`src/rtl/stack_port_arb.sv`:
```
// Port A arbiter for the two-port stack RAM: the core has fixed priority, and a starvation
// counter guarantees the debug unit a slot. Reads respond one cycle after the grant; out-of-range accesses are flagged.
module stack_port_arb #(
  parameter int unsigned RAM_DEPTH  = 64,
  parameter int unsigned STARVE_MAX = 4
) (
  input  logic        clk,
  input  logic        rst,
  input  logic        core_req,
  input  logic        core_we,
  input  logic [31:0] core_addr,
  input  logic [31:0] core_wdata,
  output logic        core_gnt,
  output logic        core_rvalid,
  output logic [31:0] core_rdata,
  output logic        core_err,
  input  logic        dbg_req,
  input  logic        dbg_we,
  input  logic [31:0] dbg_addr,
  input  logic [31:0] dbg_wdata,
  output logic        dbg_gnt,
  output logic        dbg_rvalid,
  output logic [31:0] dbg_rdata,
  output logic        dbg_err,
  output logic [31:0] ram_addr,
  output logic [31:0] ram_wdata,
  output logic        ram_wr,
  input  logic [31:0] ram_rdata
);

  localparam logic [3:0]  STARVE_LIM = 4'(STARVE_MAX);
  localparam logic [31:0] DEPTH      = 32'(RAM_DEPTH);

  typedef enum logic [1:0] {IDLE, RESP_CORE, RESP_DBG} resp_state_t;

  resp_state_t state;
  logic        was_read;
  logic        oob;
  logic [3:0]  starve_cnt;

  logic        core_win;
  logic        dbg_win;
  logic        win_we;
  logic        win_in_range;
  logic [31:0] win_addr;
  logic [31:0] win_wdata;

  always_comb begin
    core_win     = !rst && core_req && !(dbg_req && (starve_cnt == STARVE_LIM));
    dbg_win      = !rst && dbg_req && !core_win;
    win_we       = 1'b0;
    win_addr     = '0;
    win_wdata    = '0;
    if (core_win) begin
      win_we    = core_we;
      win_addr  = core_addr;
      win_wdata = core_wdata;
    end else if (dbg_win) begin
      win_we    = dbg_we;
      win_addr  = dbg_addr;
      win_wdata = dbg_wdata;
    end
    win_in_range = (win_addr < DEPTH);
  end

  assign core_gnt  = core_win;
  assign dbg_gnt   = dbg_win;
  assign ram_addr  = win_addr;
  assign ram_wdata = win_wdata;
  assign ram_wr    = (core_win || dbg_win) && win_we && win_in_range;

  always_ff @(posedge clk) begin
    if (rst) begin
      starve_cnt <= '0;
      state      <= IDLE;
      was_read   <= 1'b0;
      oob        <= 1'b0;
    end else begin
      if (dbg_req && !dbg_win)
        starve_cnt <= (starve_cnt == STARVE_LIM) ? starve_cnt : starve_cnt + 4'd1;
      else
        starve_cnt <= '0;

      // In-range writes need no response slot; everything else answers next cycle.
      if ((core_win || dbg_win) && (!win_we || !win_in_range)) begin
        state    <= core_win ? RESP_CORE : RESP_DBG;
        was_read <= !win_we;
        oob      <= !win_in_range;
      end else begin
        state    <= IDLE;
        was_read <= 1'b0;
        oob      <= 1'b0;
      end
    end
  end

  // Gating with rst drops a response whose slot coincides with reset.
  always_comb begin
    core_rvalid = !rst && (state == RESP_CORE) && was_read;
    core_err    = !rst && (state == RESP_CORE) && oob;
    dbg_rvalid  = !rst && (state == RESP_DBG) && was_read;
    dbg_err     = !rst && (state == RESP_DBG) && oob;
    core_rdata  = (core_rvalid && !oob) ? ram_rdata : 32'd0;
    dbg_rdata   = (dbg_rvalid && !oob) ? ram_rdata : 32'd0;
  end

endmodule

```
`config.mk`:
```
export PLATFORM = sky130hd
export DESIGN_NAME = stack_port_arb
export DESIGN_NICKNAME = d
export VERILOG_FILES = /design/src/rtl/stack_port_arb.sv
export SDC_FILE = /design/constraint.sdc
export NUM_CORES = 1
export LEC_CHECK = 0
export CORE_AREA = 2 2 117 119
export DETAILED_ROUTE_END_ITERATION = 10
export DIE_AREA = 0 0 119 121
export GPL_ROUTABILITY_DRIVEN = 0
export PLACE_DENSITY = 0.58
export REMOVE_ABC_BUFFERS = 1
export SYNTH_ARGS = -nofsm -noshare
export SYNTH_HDL_FRONTEND = slang
export SYNTH_SLANG_ARGS = --single-unit
```
`constraint.sdc`:
```
create_clock -name clk -period 3.3 [get_ports clk]
set_input_delay 0.495 -clock clk [delete_from_list [all_inputs] [get_ports clk]]
set_output_delay 0.495 -clock clk [all_outputs]
set_load 0.05 [all_outputs]
```
==> qor.yml, run 1 <==
average_vias_per_placed_instance: 4.30
avgRoutedWirePerCell_um: 17.0
final.hold.worst_slack_ns: 0.487
cp-end-kind: "output pin"
postCtsSetupBuffers: 0
power.leakage_nw: 2.46
cts_root_buffer: "sky130_fd_sc_hd__clkbuf_16"
cts-resized-gates: 0
clock.fmax_mhz: 344
floorplan.initialDensity_pct: 12.6
numPortBuffers: 300
core_sq_um: 13100
slowest_stage: "sky130_fd_sc_hd__clkdlybuf4s50_1"
report.final.setup_viol: 0
rows: 42
post_synthesis_area_per_instance_sq_um: 7.28
cts_inserted_buffers: 3
io-pin-count: 301
worstSetupPathDepth: 4
fin_crit_sh_pct: 88.2
layout_commonest_cell: "sky130_fd_sc_hd__clkdlybuf4s50_1"
synth.distinct_cells: 32
first_global_vias: 3055
finalSetupTns_ns: 0
required_ns: 2.80
cp.arrival_ns: 2.42
area_growth_pct: 277
postSynthCellCount: 227
drv_cap: 0
die_w_um: 119
hold_path_depth: 2
outcome: "finished clean"
hold_viol: 0
vdd_ir_drop_max_mv: 0.165
drt_iter0_markers: 40
worstSkewPairLatency_ns: 0.23
synth_top_area_share_pct: 33.9
regToRegSetupSlack_ns: 1.31
cp_slowest_stage_delay_ns: 0.80
synth.yosys.seq_area_share_pct: 9.70
clk_skew_ns: 0.000151
path_clk_slew_ns: 0.04
remaining_drc_errors: 0
postRouteWirelength_um: 11800
slew_viol_final: 0
clk_path_buf_depth: 2
antennaDiodeCount: 0
crit_chain: "clkdlybuf4s50_1 -> nor3b_1 -> and2_1 -> clkdlybuf4s50_1"
worst_slew_margin_rel_pct: 66.0
rsz_0062_raised_after_global_routing: "false"
tritoncts_clock_tree: "built"
dpl.hpwl_um: 10800
drt_pass1_iterations: 4
overall_die_area_sq_um: 14400
mostFrequentLayoutCells: "sky130_fd_sc_hd__clkdlybuf4s50_1, sky130_fd_sc_hd__buf_12, sky130_fd_sc_hd__and2_1"
criticalPathCategory: "input port to output pin"
cts_hold_repair.buffers: 0
cp_common_cell: "sky130_fd_sc_hd__clkdlybuf4s50_1"
post_route_cells_drive_above_1_share_pct: 28.1
gr-total-overflow: 0
p_per_area_nw_per_um2: 171
yosysWarnings: 0
synth_top_cell_by_area: "sky130_fd_sc_hd__a22o_1"
crit_path_start_kind: "input port"
cts_max_level: 1
synth_area_leaders: "sky130_fd_sc_hd__a22o_1, sky130_fd_sc_hd__and2_1, sky130_fd_sc_hd__dfxtp_1"
antenna_found_initial: 0
clock_net_sink_count: 8
worst_hold_path_type: "flip-flop to flip-flop"
final.min_clock_period_ns: 2.91
vias: 2976
die_y_um: 121
grt_max_degree: 70
mappedNetlistArea_sq_um: 1650
crit_family: "buffers and inverters"
final_power_w: 0.00107
route.antenna.remaining_nets: 0
flops_latches_synth: 8
r2r.worst_path.cells: 7
cp_num_buf_inv: 2
tightestPinTransition_ns: 0.508
post_layout_net_count: 686
critical_path_peak_fanout: 8
globalRouteTotalUtil_pct: 15.4
global_route_wire_length_before_repair_um: 17300
sequential cells by signal, indices dropped and copies added, names as in the netlist:
signal	count
starve_cnt	4
oob	1
state	2
was_read	1
layout make-up:
| cell class | count | area (sq um) |
|---|---|---|
| clock buffer | 3 | 75.1 |
| fill | 1157 | 6850 |
| inverter | 5 | 18.8 |
| multi-input combinational | 193 | 1380 |
| sequential | 8 | 160 |
| tap | 176 | 220 |
| timing repair buffer | 307 | 4380 |
tightest hold or removal path: stages, from the launching register on:
cell and delay (ns):
sky130_fd_sc_hd__dfxtp_1 0.32, sky130_fd_sc_hd__nand2_1 0.06, sky130_fd_sc_hd__a21oi_1 0.05
power by group:
| group | switching [W] | internal, W | leakage [nW] |
|---|---|---|---|
| registers | 0.00000208 | 0.000100 | 0.0655 |
| logic | 0.000346 | 0.000415 | 2.36 |
| clock network | 0.0000460 | 0.000156 | 0.0370 |
| total | 0.000394 | 0.000672 | 2.46 |
kinds of logic (layout without fill, tap and decap cells):
family	Yosys count	after routing	synth area share, %
AO/OA/AOI/OAI	79	79	39.5
AND/OR/NAND/NOR	111	111	41.2
adder cells (fa/ha/maj)	2	2	1.51
XOR/XNOR	1	1	0.530
buffers and inverters	26	315	7.50
flip-flops	8	8	9.70
cells in the mapped netlist:
library cell               instances
sky130_fd_sc_hd__and2_1           68
sky130_fd_sc_hd__a22o_1           64
sky130_fd_sc_hd__buf_2            15
sky130_fd_sc_hd__nor4_1           12
sky130_fd_sc_hd__dfxtp_1           8
sky130_fd_sc_hd__nor2_1            7
sky130_fd_sc_hd__nand3_1           5
sky130_fd_sc_hd__a21oi_1           4
sky130_fd_sc_hd__clkbuf_1          4
sky130_fd_sc_hd__inv_1             4
sky130_fd_sc_hd__nand2_1           4
sky130_fd_sc_hd__and3b_1           3
sky130_fd_sc_hd__o21ai_0           3
sky130_fd_sc_hd__a31oi_1           2
sky130_fd_sc_hd__buf_4             2
sky130_fd_sc_hd__ha_1              2
sky130_fd_sc_hd__nand2b_1          2
sky130_fd_sc_hd__nand3b_1          2
sky130_fd_sc_hd__nand4_1           2
sky130_fd_sc_hd__nor3b_1           2
sky130_fd_sc_hd__a21o_1            1
sky130_fd_sc_hd__a21oi_2           1
sky130_fd_sc_hd__and3_1            1
sky130_fd_sc_hd__inv_2             1
sky130_fd_sc_hd__nand4b_1          1
sky130_fd_sc_hd__nor3_1            1
sky130_fd_sc_hd__nor3b_2           1
sky130_fd_sc_hd__o211ai_1          1
sky130_fd_sc_hd__o21ai_1           1
sky130_fd_sc_hd__o21bai_1          1
sky130_fd_sc_hd__o22a_1            1
sky130_fd_sc_hd__xnor2_1           1
per-stage QoR:
stage	cell area, sq um	worst slack (ns)	cells	util (%)
finish	6230	0.389	692	47.6
global route	6230	0.279	692	47.6
CTS	6230	0.373	692	47.6
detailed placement	6160	0.380	689	47.1
global placement	6160	0.377	689	47.1
floorplan	1550	-1.39	206	-
per-layer routing:
layer / share of wire (%) / up-vias / global-route usage, %
met5: 0 / - / 0
met4: 0.92 / 0 / 2.08
met3: 9.2 / 8 / 3.85
met2: 55 / 197 / 31.4
met1: 35 / 1330 / 15.9
li1: - / 1441 / -
worst paths after layout:
kind                                                    to                  startpoint
worst min register to register  starve_cnt[1]$_SDFFE_PP0P_  starve_cnt[1]$_SDFFE_PP0P_
worst max-delay path                              core_err                         rst
worst min-delay path            starve_cnt[1]$_SDFFE_PP0P_  starve_cnt[1]$_SDFFE_PP0P_
worst max register to register         state[1]$_SDFF_PP0_  starve_cnt[0]$_SDFFE_PP0P_
No activity file was read; power rests on OpenSTA's default activity.
==> inputs of run 2 (changes only) <==
--- a/config.mk
+++ b/config.mk
@@ -5,11 +5,11 @@
 export SDC_FILE = /design/constraint.sdc
 export NUM_CORES = 1
 export LEC_CHECK = 0
-export CORE_AREA = 2 2 117 119
+export CORE_AREA = 2 2 116 118
 export DETAILED_ROUTE_END_ITERATION = 10
-export DIE_AREA = 0 0 119 121
+export DIE_AREA = 0 0 118 120
 export GPL_ROUTABILITY_DRIVEN = 0
-export PLACE_DENSITY = 0.58
+export PLACE_DENSITY = 0.59
 export REMOVE_ABC_BUFFERS = 1
 export SYNTH_ARGS = -nofsm -noshare
 export SYNTH_HDL_FRONTEND = slang
==> constraint.sdc (replaced) <==
create_clock -name clk -period 2.7 [get_ports clk]
set_input_delay 0.405 -clock clk [delete_from_list [all_inputs] [get_ports clk]]
set_output_delay 0.405 -clock clk [all_outputs]
set_load 0.05 [all_outputs]
==> qor.yml, run 2 (synthesized netlist as in run 1, its figures left out) <==
outcome: "finished clean"  # unchanged
io-pin-count: 301  # unchanged
final.min_clock_period_ns: 2.61
avgRoutedWirePerCell_um: 16.7  # was 17.0 um
clock_net_sink_count: 8  # unchanged
final_power_w: 0.00131  # was 0.00107 W
crit_family: "buffers and inverters"  # unchanged
antenna_found_initial: 0  # unchanged
clock.fmax_mhz: 383
postPlaceCellArea_sq_um: 6270  # was 6160 sq um
worstSkewPairLatency_ns: 0.23  # about the same
layout_commonest_cell: "sky130_fd_sc_hd__clkdlybuf4s50_1"  # unchanged
sequential_power_share_pct: 9.5  # was 9.6%
fin_crit_sh_pct: 96.7
path_clk_slew_ns: 0.04  # about the same
dpl.hpwl_um: 10600  # was 10800 um
largest_registers: "starve_cnt (4), state (2)"  # unchanged
dp.cells: 693  # was 689
postLayoutCellArea_sq_um: 6370  # was 6230 sq um
worst_hold_path_startpoint: "starve_cnt[1]$_SDFFE_PP0P_"  # unchanged
cp_slowest_stage_delay_ns: 0.50  # was 0.80 ns
drv_cap: 0  # unchanged
cp_num_buf_inv: 3  # was 2
gr-total-overflow: 0  # unchanged
crit-reg2reg-launch: "starve_cnt[0]$_SDFFE_PP0P_"  # unchanged
clk_path_buf_depth: 2  # unchanged
remaining_drc_errors: 0  # unchanged
report.final.setup_viol: 0  # unchanged
pre_cts_setup_slack_ns: -0.119  # was 0.380 ns
required_ns: 2.30  # was 2.80 ns
crit_path_start_kind: "input port"  # unchanged
hold_viol: 0  # unchanged
mostFrequentLayoutCells: "sky130_fd_sc_hd__clkdlybuf4s50_1, sky130_fd_sc_hd__buf_12, sky130_fd_sc_hd__and2_1"  # unchanged
globalRouteTotalUtil_pct: 15.4  # about the same
overall_die_area_sq_um: 14200  # was 14400 sq um
area_growth_pct: 286  # was 277%
criticalPathCategory: "input port to output pin"  # unchanged
drt_iter0_markers: 73  # was 40
antennaDiodeCount: 0  # unchanged
floorplan.initialDensity_pct: 12.7  # was 12.6%
rsz_0062_raised_after_global_routing: "false"  # unchanged
average_vias_per_placed_instance: 4.29  # was 4.30
rows: 42  # unchanged
post_route_cells_drive_above_1_share_pct: 29.8  # was 28.1%
combPwrFrac_pct: 71.6  # was 71.4%
p_per_area_nw_per_um2: 206  # was 171 nW/um^2
cts_max_level: 1  # unchanged
fin_ws_ns: 0.0883  # was 0.389 ns
cp_common_cell: "sky130_fd_sc_hd__buf_4"  # was sky130_fd_sc_hd__clkdlybuf4s50_1
first_global_vias: 3089  # was 3055
power.share.clock_pct: 18.9  # was 19.0%
cp.arrival_ns: 2.21  # was 2.42 ns
r2r-end: "state[1]$_SDFF_PP0_"  # unchanged
slowest_stage: "sky130_fd_sc_hd__clkdlybuf4s50_1"  # unchanged
cp-end-kind: "output pin"  # unchanged
die_y_um: 120  # was 121 um
worst_slew_margin_rel_pct: 77.1  # was 66.0%
critical_path_peak_fanout: 2  # was 8
route.antenna.remaining_nets: 0  # unchanged
largest_register: "starve_cnt"  # unchanged
drt_pass1_iterations: 4  # unchanged
global_route_wire_length_before_repair_um: 17300  # about the same
post_layout_net_count: 690  # was 686
cts_root_buffer: "sky130_fd_sc_hd__clkbuf_16"  # unchanged
vdd_ir_drop_max_mv: 0.172  # was 0.165 mV
regToRegSetupSlack_ns: 0.85  # was 1.31 ns
slew_viol_final: 0  # unchanged
numPortBuffers: 300  # unchanged
hold_path_depth: 2  # unchanged
hold_path_end: "starve_cnt[1]$_SDFFE_PP0P_"  # unchanged
clk_skew_ns: 0.000570  # was 0.000151 ns
r2r.worst_path.cells: 8  # was 7
tightestPinTransition_ns: 0.340  # was 0.508 ns
worst_hold_path_type: "flip-flop to flip-flop"  # unchanged
die_w_um: 118  # was 119 um
power.leakage_nw: 2.51  # was 2.46 nW
core_sq_um: 13000  # was 13100 sq um
grt_max_degree: 58  # was 70
utilization_pct: 49.1  # was 47.6%
vias: 2985  # was 2976
switchingPower_w: 0.000484  # was 0.000394 W
stdcell_count: 696  # was 692
crit_chain: "clkdlybuf4s50_1 -> nor4_4 -> nand4_1 -> buf_4 -> o21ai_1 -> and3_1 -> buf_4"  # was clkdlybuf4s50_1 -> nor3b_1 -> and2_1 -> clkdlybuf4s50_1
tritoncts_clock_tree: "built"  # unchanged
postRouteWirelength_um: 11600  # was 11800 um
cell_internal_pwr_w: 0.000829  # was 0.000672 W
cts_inserted_buffers: 3  # unchanged
switching_part_of_the_total_pct: 36.8  # was 37.0%
fillers: 1179  # was 1157
largest_register_ff_count: 4  # unchanged
## run 2: cell types whose count changed in the layout (fill, tap and decap cells not counted)
cell                              before  now
sky130_fd_sc_hd__nor4_1               12    9
sky130_fd_sc_hd__nor4_2                0    2
sky130_fd_sc_hd__buf_12              132  139
sky130_fd_sc_hd__nor4_4                0    1
sky130_fd_sc_hd__clkdlybuf4s50_1     168  165
## run 2: stage by stage
step | TNS, ns | hold slack [ns]
floorplan | -125.82 | 0.462
global placement | -0.145 | 0.467
detailed placement | -0.119 | 0.506
CTS | 0 | 0.510
global route | 0 | 0.555
finish | 0 | 0.514
## run 2: final cells by class
type	count	area (sq um)	share of cell area, %
Timing Repair Buffer	311	4490	70.4
Clock buffer	3	75.1	1.18
Inverter	5	18.8	0.295
Multi-Input combinational cell	193	1410	22.1
Sequential cell	8	160	2.51
Tap cell	176	220	3.46
## run 2: metal layers
layer  global-route usage (%)  part of all wire, %  vias to the layer above
li1                         -                    -                     1446
met1                     15.8                   35                     1341
met3                     3.75                  8.5                       10
met5                        0                    0                        -
met4                     3.54                  1.5                        0
met2                     31.0                   55                      188
## run 2: repair_timing
| item | CTS | global route |
|---|---|---|
| gates cloned | 0 | 0 |
| endpoints found under the hold margin | 0 | 0 |
| gates resized for setup | 2 | 2 |
| setup endpoints to repair | 1 | 1 |
| hold buffers | 0 | 0 |
| buffers inserted | 0 | 0 |
## run 2: worst max-delay path by stage
stage / from / endpoint / slack, ns / depth (start not counted)
after floorplan: starve_cnt[0]$_SDFFE_PP0P_ / ram_wr / -1.90 / 6
after global placement: core_addr[29] / ram_wr / -0.15 / 7
after detailed placement: core_addr[29] / ram_wr / -0.12 / 7
after CTS: dbg_addr[22] / ram_wr / 0.02 / 7
after global routing: rst / dbg_rdata[5] / 0.02 / 6
final: core_addr[29] / ram_wr / 0.09 / 7
## run 2: power groups by stage
stage	Sequential [W]	Clock [W]	Combinational, W
global placement	0.000127	0	0.000937
floorplan	0.000126	0	0.000335
finish	0.000125	0.000248	0.000940
global route	0.000125	0.000255	0.000974
CTS	0.000125	0.000251	0.000945
detailed placement	0.000127	0	0.000943
## run 2: worst register-to-register path: stages, from the launching register on
cell,delay [ns]
sky130_fd_sc_hd__dfxtp_1,0.35
sky130_fd_sc_hd__inv_1,0.08
sky130_fd_sc_hd__ha_1,0.26
sky130_fd_sc_hd__nand4b_1,0.18
sky130_fd_sc_hd__nor3b_4,0.28
sky130_fd_sc_hd__buf_4,0.25
sky130_fd_sc_hd__o21ai_1,0.10
sky130_fd_sc_hd__buf_4,0.14
sky130_fd_sc_hd__a31oi_1,0.14
==> inputs of run 3 (changes only) <==
--- a/config.mk
+++ b/config.mk
@@ -5,6 +5,7 @@
 export SDC_FILE = /design/constraint.sdc
 export NUM_CORES = 1
 export LEC_CHECK = 0
+export ABC_AREA = 0
 export CORE_AREA = 2 2 116 118
 export DETAILED_ROUTE_END_ITERATION = 10
 export DIE_AREA = 0 0 118 120
==> results of run 3 <==
Final layout, timing and power as in run 2 (identical DEF).
